### config.mk
export PLATFORM = sky130hd
export DESIGN_NAME = register_transfer_sequencer
export DESIGN_NICKNAME = d
export VERILOG_FILES = /design/src/rtl/register_transfer_sequencer.sv
export SDC_FILE = /design/constraint.sdc
export NUM_CORES = 1
export LEC_CHECK = 0
export ABC_AREA = 1
export ABC_CLOCK_PERIOD_IN_PS = 1400
export BUFFER_PORTS_ARGS = -buffer_cell sky130_fd_sc_hd__buf_4
export CORE_ASPECT_RATIO = 1.2
export CORE_MARGIN = 2
export CORE_UTILIZATION = 49
export CTS_BUF_LIST = sky130_fd_sc_hd__clkbuf_8
export DETAILED_ROUTE_END_ITERATION = 6
export GPL_ROUTABILITY_DRIVEN = 0
export PLACE_DENSITY = 0.81
export SLEW_MARGIN = 40
export SYNTH_ARGS = -nofsm -noshare
export SYNTH_HDL_FRONTEND = slang
export SYNTH_SLANG_ARGS = --single-unit
export TNS_END_PERCENT = 10
### constraint.sdc
create_clock -name clk -period 1.4 [get_ports clk]
set_clock_uncertainty 0.05 [all_clocks]
set_input_delay 0.14 -clock clk [delete_from_list [all_inputs] [get_ports clk]]
set_output_delay 0.14 -clock clk [all_outputs]
set_load 0.01 [all_outputs]
### src/rtl/register_transfer_sequencer.sv
// Register transfer sequencer: moves one register onto a shared bus and loads it into another.
// Each transfer is sequenced so the bus settles before the load and stays valid after it:
// SELECT drives the source for SETTLE cycles, LOAD pulses the destination for LOAD_CYC cycles,
// RELEASE keeps the source driven for one cycle while the destination latches, then DONE.
//
// Ports:
//   clk    - sole clock, rising edge
//   reset  - synchronous active-high reset
//   start  - transfer request, sampled only while idle
//   clr    - with start: load zero into dst, no source selected
//   src    - source register index (ignored when clr=1)
//   dst    - destination register index
//   sel    - one-hot-or-zero source select
//   load   - one-hot-or-zero destination load
//   busy   - high in every state except idle
//   done   - one-cycle pulse at transfer completion
//   err    - one-cycle pulse on a rejected request
module register_transfer_sequencer #(
  parameter int unsigned NUM_REG  = 8,
  parameter int unsigned IDX_W    = 3,
  parameter int unsigned SETTLE   = 2,
  parameter int unsigned LOAD_CYC = 2
) (
  input  logic               clk,
  input  logic               reset,
  input  logic               start,
  input  logic               clr,
  input  logic [IDX_W-1:0]   src,
  input  logic [IDX_W-1:0]   dst,
  output logic [NUM_REG-1:0] sel,
  output logic [NUM_REG-1:0] load,
  output logic               busy,
  output logic               done,
  output logic               err
);

  // The counter holds remaining cycles minus one, so it never needs to reach MAX_CYC.
  localparam int unsigned MAX_CYC = (SETTLE > LOAD_CYC) ? SETTLE : LOAD_CYC;
  localparam int unsigned CNT_W   = (MAX_CYC > 1) ? $clog2(MAX_CYC) : 1;
  localparam logic [IDX_W:0] NumRegW = (IDX_W + 1)'(NUM_REG);

  typedef enum logic [2:0] {
    StIdle,
    StSelect,
    StLoad,
    StRelease,
    StDone
  } state_e;

  state_e             state_q, state_d;
  logic [CNT_W-1:0]   cnt_q, cnt_d;
  logic [IDX_W-1:0]   src_q, src_d;
  logic [IDX_W-1:0]   dst_q, dst_d;
  logic               clr_q, clr_d;
  logic [NUM_REG-1:0] sel_q, sel_d;
  logic [NUM_REG-1:0] load_q, load_d;
  logic               busy_q, busy_d;
  logic               done_q, done_d;
  logic               err_q, err_d;
  logic               req_valid;
  logic               drive_src;

  // Index comparisons are done one bit wider so NUM_REG == 2**IDX_W is representable.
  always_comb begin
    req_valid = ({1'b0, dst} < NumRegW) &&
                (clr || (({1'b0, src} < NumRegW) && (src != dst)));
  end

  always_comb begin
    state_d = state_q;
    cnt_d   = cnt_q;
    src_d   = src_q;
    dst_d   = dst_q;
    clr_d   = clr_q;
    err_d   = 1'b0;
    unique case (state_q)
      StIdle: begin
        if (start) begin
          if (req_valid) begin
            state_d = StSelect;
            cnt_d   = CNT_W'(SETTLE - 1);
            src_d   = src;
            dst_d   = dst;
            clr_d   = clr;
          end else begin
            err_d = 1'b1;
          end
        end
      end
      StSelect: begin
        if (cnt_q == '0) begin
          state_d = StLoad;
          cnt_d   = CNT_W'(LOAD_CYC - 1);
        end else begin
          cnt_d = cnt_q - CNT_W'(1);
        end
      end
      StLoad: begin
        if (cnt_q == '0) begin
          state_d = StRelease;
          cnt_d   = '0;
        end else begin
          cnt_d = cnt_q - CNT_W'(1);
        end
      end
      StRelease: begin
        state_d = StDone;
        cnt_d   = '0;
      end
      StDone: begin
        state_d = StIdle;
        cnt_d   = '0;
      end
      default: begin
        state_d = StIdle;
        cnt_d   = '0;
      end
    endcase
  end

  // Outputs are decoded from the next state so they are registered alongside it.
  always_comb begin
    sel_d     = '0;
    load_d    = '0;
    drive_src = ((state_d == StSelect) || (state_d == StLoad) || (state_d == StRelease)) &&
                !clr_d;
    for (int i = 0; i < NUM_REG; i++) begin
      sel_d[i]  = drive_src && (src_d == IDX_W'(i));
      load_d[i] = (state_d == StLoad) && (dst_d == IDX_W'(i));
    end
    busy_d = (state_d != StIdle);
    done_d = (state_d == StDone);
  end

  always_ff @(posedge clk) begin
    if (reset) begin
      state_q <= StIdle;
      cnt_q   <= '0;
      src_q   <= '0;
      dst_q   <= '0;
      clr_q   <= 1'b0;
      sel_q   <= '0;
      load_q  <= '0;
      busy_q  <= 1'b0;
      done_q  <= 1'b0;
      err_q   <= 1'b0;
    end else begin
      state_q <= state_d;
      cnt_q   <= cnt_d;
      src_q   <= src_d;
      dst_q   <= dst_d;
      clr_q   <= clr_d;
      sel_q   <= sel_d;
      load_q  <= load_d;
      busy_q  <= busy_d;
      done_q  <= done_d;
      err_q   <= err_d;
    end
  end

  assign sel  = sel_q;
  assign load = load_q;
  assign busy = busy_q;
  assign done = done_q;
  assign err  = err_q;

endmodule

==> results of run 1 <==
metrics by stage:
step / utilization, % / TNS (ns) / power (mW)
3_5_place_dp: 62.63 / -1.068 / 1.808
5_1_grt: 72.02 / -3.465 / 2.963
2_1_floorplan: - / 0 / 1.574
3_3_place_gp: 62.63 / -0.1130 / 1.783
6_report: 72.02 / -1.718 / 2.817
4_1_cts: 70.66 / -1.551 / 2.743
flip-flops by register name, summed over array words and instances (netlist names):
signal / cells
load: 8
sel: 8
dst_q: 3
src_q: 3
state_q: 3
busy: 1
clr_q: 1
cnt_q: 1
done: 1
err: 1
how the worst max path moves through the flow:
stage | from | end
floorplan | state_q[1] | load[4]
global placement | state_q[1] | load[7]
detailed placement | state_q[1] | load[6]
CTS | state_q[2] | load[0]
global route | state_q[2] | load[4]
finish | state_q[2] | load[6]
metal layers:
layer	routed length (um)	global-route usage, %	up-vias	share of wire, %
li1	-	-	548	-
met1	1080	21.41	521	37
met2	1564	36.84	29	54
met3	175	9.848	11	6.0
met4	87	12.30	0	3.0
met5	0	0	-	0
synthesized netlist by cell type:
cell	instances
nand3_2	8
o21ai_0	2
nor2_1	15
nand2_2	2
nand2_1	37
xnor2_1	1
nor4_1	1
buf_6	2
nand2_4	5
nor2_8	1
nand4_4	1
inv_2	5
dfxtp_1	30
nor3_1	10
nand3b_1	3
a21oi_2	1
nor2_2	2
inv_1	14
nand3_1	4
nor2_4	1
nand3_4	1
clkbuf_1	1
timing repair:
item / in CTS / in global routing
gates resized for setup: 14 / 7
pin swaps: 11 / 4
hold buffers: 0 / 0
setup endpoints to repair: 16 / 25
setup buffers: 4 / 1
layout make-up:
cell class                      instances  area (sq um)
Clock buffer                            5         68.82
Timing Repair Buffer                   43         334.1
Multi-Input combinational cell         95         629.4
Clock inverter                          3         37.54
Inverter                               19         71.32
Fill cell                             176         693.2
Sequential cell                        30         601.8
Tap cell                               33         41.29
power breakdown:
group / internal [mW] / leakage [nW] / switching (mW)
registers: 0.948 / 0.245 / 0.0492
logic: 0.407 / 0.553 / 0.586
clock network: 0.516 / 0.0607 / 0.310
layout by cell type, fill, tap and decap left out:
cell type  count
nor3_1         9
dfxtp_1       29
inv_2          5
nor4_1         1
xnor2_1        1
buf_6          3
nor2_4         3
nand3_2        7
nand4_4        1
dfxtp_2        1
nand3_4        2
nand2_4        2
nand2_1       29
nand3b_1       3
clkbuf_8       5
a21oi_4        1
nand2_2       10
buf_4         40
nand3_1        4
nand2_8        3
nor3_2         1
nor2_1        15
nor2_8         1
bufinv_16      1
inv_1         16
o21ai_0        2
worst max-delay path, stage by stage, from the launching register on:
cell	delay, ns
dfxtp_2	0.34
nor2_4	0.14
nand2_4	0.09
nor2_8	0.17
nand2_8	0.10
buf_6	0.15
buf_6	0.11
nand3_4	0.06
nor2_4	0.04
nand2_2	0.10
nor2_1	0.06
cells by family after synthesis:
kind of cell    share of synthesized area, %
buf+inv                                7.800
compound gates                         1.500
xor+xnor                              0.7001
flops                                  48.00
simple gates                           42.00
==> impl_metrics.yaml, run 1 <==
timing:
  post-route-period-util_pct: 108.6
  hold_violations: 0
  setup_viol: 18
  final_max_slew_viol_count: 0
  rsz0062_at_grt: "true"
  clock.fmax_mhz: 657.5
  worstMarginPinSlew_ns: 0.2335
  period_needed_ns: 1.521
  slew-limit-headroom_pct: 84.42
  hold_ws_ns: 0.01769
  setup_ws_ns: -0.1208
worst_setup_path:
  end_kind: "register"
  cp.required_ns: 1.53
  reg2reg_depth: 10
  rrSetupSlack_ns: -0.12
  regToRegStartpoint: "state_q[2]"
  critPathMaxFanout: 6
  cp-start-kind: "register"
  reg2reg_to: "load[6]"
  worst-setup-path-type: "reg -> reg"
  crit_arrival_ns: 1.65
grt:
  antenna_found_initial: 0
  grt_pass1_wl_um: 4540
  gr-total-overflow: 0
  track_usage_pct: 21.51
  grt_pass1_vias: 1027
  grt_max_degree: 12
synthesis:
  synth.cell_area_sq_um: 1251
  synth.top_cell.area_share_pct: 48.00
  synth_largest_area_cell: "dfxtp_1"
  synth_area_leaders: "dfxtp_1 (48%), nand2_1 (11%), nand3_2 (6.4%), nand2_4 (4.5%), nor2_1 (4.5%)"
  synthCells: 147
  synth_fp_nets: 157
  ys_warn_count: 0
  syn_area_per_cell_sq_um: 8.512
  ys_types: 22
  synth-seq-area-share_pct: 48.00
  ys_seq_elements: 30
floorplan:
  floorplan.initialDensity_pct: 50.51
  die_y_um: 59.36
  die_w_um: 50.13
  core_area_sq_um: 2477
  dieArea_sq_um: 2975
  rows: 20
  io_pins: 29
drt:
  viasPerCell: 4.864
  initialDrtViolationCount: 27
  routed_wl_um: 2907
  vias: 1109
  first_pass_iters: 4
  route.detailed.drc: 0
  antenna_left: 0
  drt-wirelength-per-cell_um: 12.75
placement:
  io_buffers: 28
  hpwlAfterDp_um: 1890
  place_ws_ns: -0.1025
  post-place-cells: 215
  placed_area_sq_um: 1551
min_path:
  min_to: "err"
  whs_path_depth: 2
  hp-class: "in -> reg"
  hold_start: "clr"
clocking:
  cts.sinks: 30
  cts-root-buf: "clkbuf_8"
  clk_pin_slew_worst_paths_ns: 0.06
  h-tree-depth: 2
  clock_path_buffers: 2
  cts_buffers: 5
  cts_tree: "yes"
  clk_latency_ns: 0.29
pwr:
  p_per_area_nw_per_um2: 1579
  p_leak_nw: 0.8590
  vdd.ir_drop.worst_v: 0.001044
finish:
  area_delta_synth_final_pct: 42.60
  layout-drive-gt1-share_pct: 44.10
  final_cell_count_no_fill: 228
  design_area_sq_um: 1784
  nNetsFinal: 204
  diodes: 0
run_status:
  violations: "negative setup slack"
  status: "complete, but fails checks"
run:
  max-cap-violations: 0
Power figures use the tool's default switching activity.
==> run 2: changes to the inputs <==
--- a/config.mk
+++ b/config.mk
@@ -14,6 +14,7 @@
 export CTS_BUF_LIST = sky130_fd_sc_hd__clkbuf_8
 export DETAILED_ROUTE_END_ITERATION = 6
 export GPL_ROUTABILITY_DRIVEN = 0
+export HOLD_SLACK_MARGIN = 0.06
 export PLACE_DENSITY = 0.81
 export SLEW_MARGIN = 40
 export SYNTH_ARGS = -nofsm -noshare
==> run 2 against run 1 <==
  * The run still ends with negative setup slack left
  * Setup slack worse by 0.0088 ns
  * Final cell count up 0.44%
  * Utilization up 0.71 points
  * First-iteration DRC count down 3.7%
  * Fmax down 0.58%
  * Worst hold slack better by 0.068 ns
  * Register-to-register slack about the same
  * Die area unchanged
  * Sequential power about the same
  * Clock power about the same
  * Highest routed layer unchanged
==> impl_metrics.yaml, run 2 (synthesis gave the netlist of run 1 again) <==
pwr:
  p_per_area_nw_per_um2: 1569
  p_total_mw: 2.826
  p_leak_nw: 0.8742
  vdd.ir_drop.worst_v: 0.001046
grt:
  antenna_found_initial: 0
  track_usage_pct: 21.72
  grt_pass1_vias: 1032
  grt_pass1_wl_um: 4574
  grt_max_degree: 12
  gr-total-overflow: 0
timing:
  slew-limit-headroom_pct: 83.98
  worstMarginPinSlew_ns: 0.2400
  hold_violations: 0
  setup_viol: 19
  clock.fmax_mhz: 653.8
  tns_ns: -1.856
  hold_ws_ns: 0.08536
  final_max_slew_viol_count: 0
  period_needed_ns: 1.530
  setup_ws_ns: -0.1296
  post-route-period-util_pct: 109.3
  rsz0062_at_grt: "true"
drt:
  viasPerCell: 4.860
  route.detailed.drc: 0
  vias: 1113
  routed_wl_um: 2929
  initialDrtViolationCount: 26
  antenna_left: 0
  drt-wirelength-per-cell_um: 12.79
  first_pass_iters: 4
floorplan:
  dieArea_sq_um: 2975
  die_w_um: 50.13
  io_pins: 29
  floorplan.initialDensity_pct: 50.51
  rows: 20
  core_area_sq_um: 2477
  die_y_um: 59.36
placement:
  hpwlAfterDp_um: 1890
  place_ws_ns: -0.1025
  io_buffers: 28
clocking:
  cts-root-buf: "clkbuf_8"
  clk_latency_ns: 0.28
  cts.sinks: 30
  cts_buffers: 5
  clk_pin_slew_worst_paths_ns: 0.06
  h-tree-depth: 2
  clock_path_buffers: 2
  cts_tree: "yes"
worst_setup_path:
  worst-setup-path-type: "reg -> reg"
  end_kind: "register"
  rrSetupSlack_ns: -0.13
  critPathMaxFanout: 6
  cp-start-kind: "register"
  cp.required_ns: 1.53
  crit_arrival_ns: 1.66
min_path:
  hp-class: "in -> reg"
run_status:
  violations: "negative setup slack"
  status: "complete, but fails checks"
finish:
  layout-drive-gt1-share_pct: 44.39
  final_cell_mix: "buf_4 (40), nand2_1 (29), dfxtp_1 (29)"
  nNetsFinal: 205
  diodes: 0
  multi_input_area_sq_um: 636.9
  final_common_cell: "buf_4"
  area_delta_synth_final_pct: 44.00
  final-seq-area_sq_um: 601.8
  final_util_pct: 72.73
  n_fill_cell: 172
run:
  max-cap-violations: 0
## run 2: changes by cell type in the layout (fill, tap and decap cells not counted)
cell,before,now
dlygate4sd3_1,0,1
nand2_2,10,9
nand2_4,2,3
nor2_1,15,14
nor2_2,0,1
## run 2: repair_timing
item,4_1_cts,5_1_grt
hold endpoints to repair,1,0
setup endpoints to repair,16,25
cloned,0,0
setup buffers,4,1
hold buffers,1,0
gates resized for setup,14,9
pin swaps,11,4
## run 2: path summary, 6_finish.rpt
| path | endpoint | startpoint | cells after the start |
|---|---|---|---|
| hold / removal | dst_q[0] | reset | 2 |
| setup reg to reg | load[0] | state_q[2] | 10 |
| hold reg to reg | clr_q | clr_q | 2 |
| setup / recovery | load[0] | state_q[2] | 10 |
## run 2: layer usage
metal	global-route usage [%]	part of all wire [%]	vias up
li1	-	-	551
met5	0	0	-
met4	12.30	2.5	0
met2	36.84	53	35
met1	22.04	38	519
met3	9.848	6.1	8
## run 2: critical path, stage by stage (launching register included)
cell and delay (ns):
dfxtp_2 0.34, nor2_4 0.14, nand2_4 0.09, nor2_8 0.17
nand2_8 0.10, buf_6 0.15, buf_6 0.11, nand3_4 0.06
nor2_4 0.05, nand3_2 0.10, nor2_1 0.05
## run 2: area by class of cell
class	instances	area share, %
Timing Repair Buffer	44	19.10
Tap cell	33	2.292
Multi-Input combinational cell	95	35.35
Inverter	19	3.958
Clock buffer	5	3.819
Clock inverter	3	2.083
Sequential cell	30	33.40
## run 2: through the flow
step	area, sq um	std cells
global placement	1551	215
finish	1802	229
global route	1802	229
floorplan	1251	147
CTS	1760	228
detailed placement	1551	215
## run 2: where the power goes
group | internal, mW | switching [mW]
clock | 0.517 | 0.308
sequential | 0.948 | 0.0488
combinational | 0.410 | 0.595
total | 1.87 | 0.951
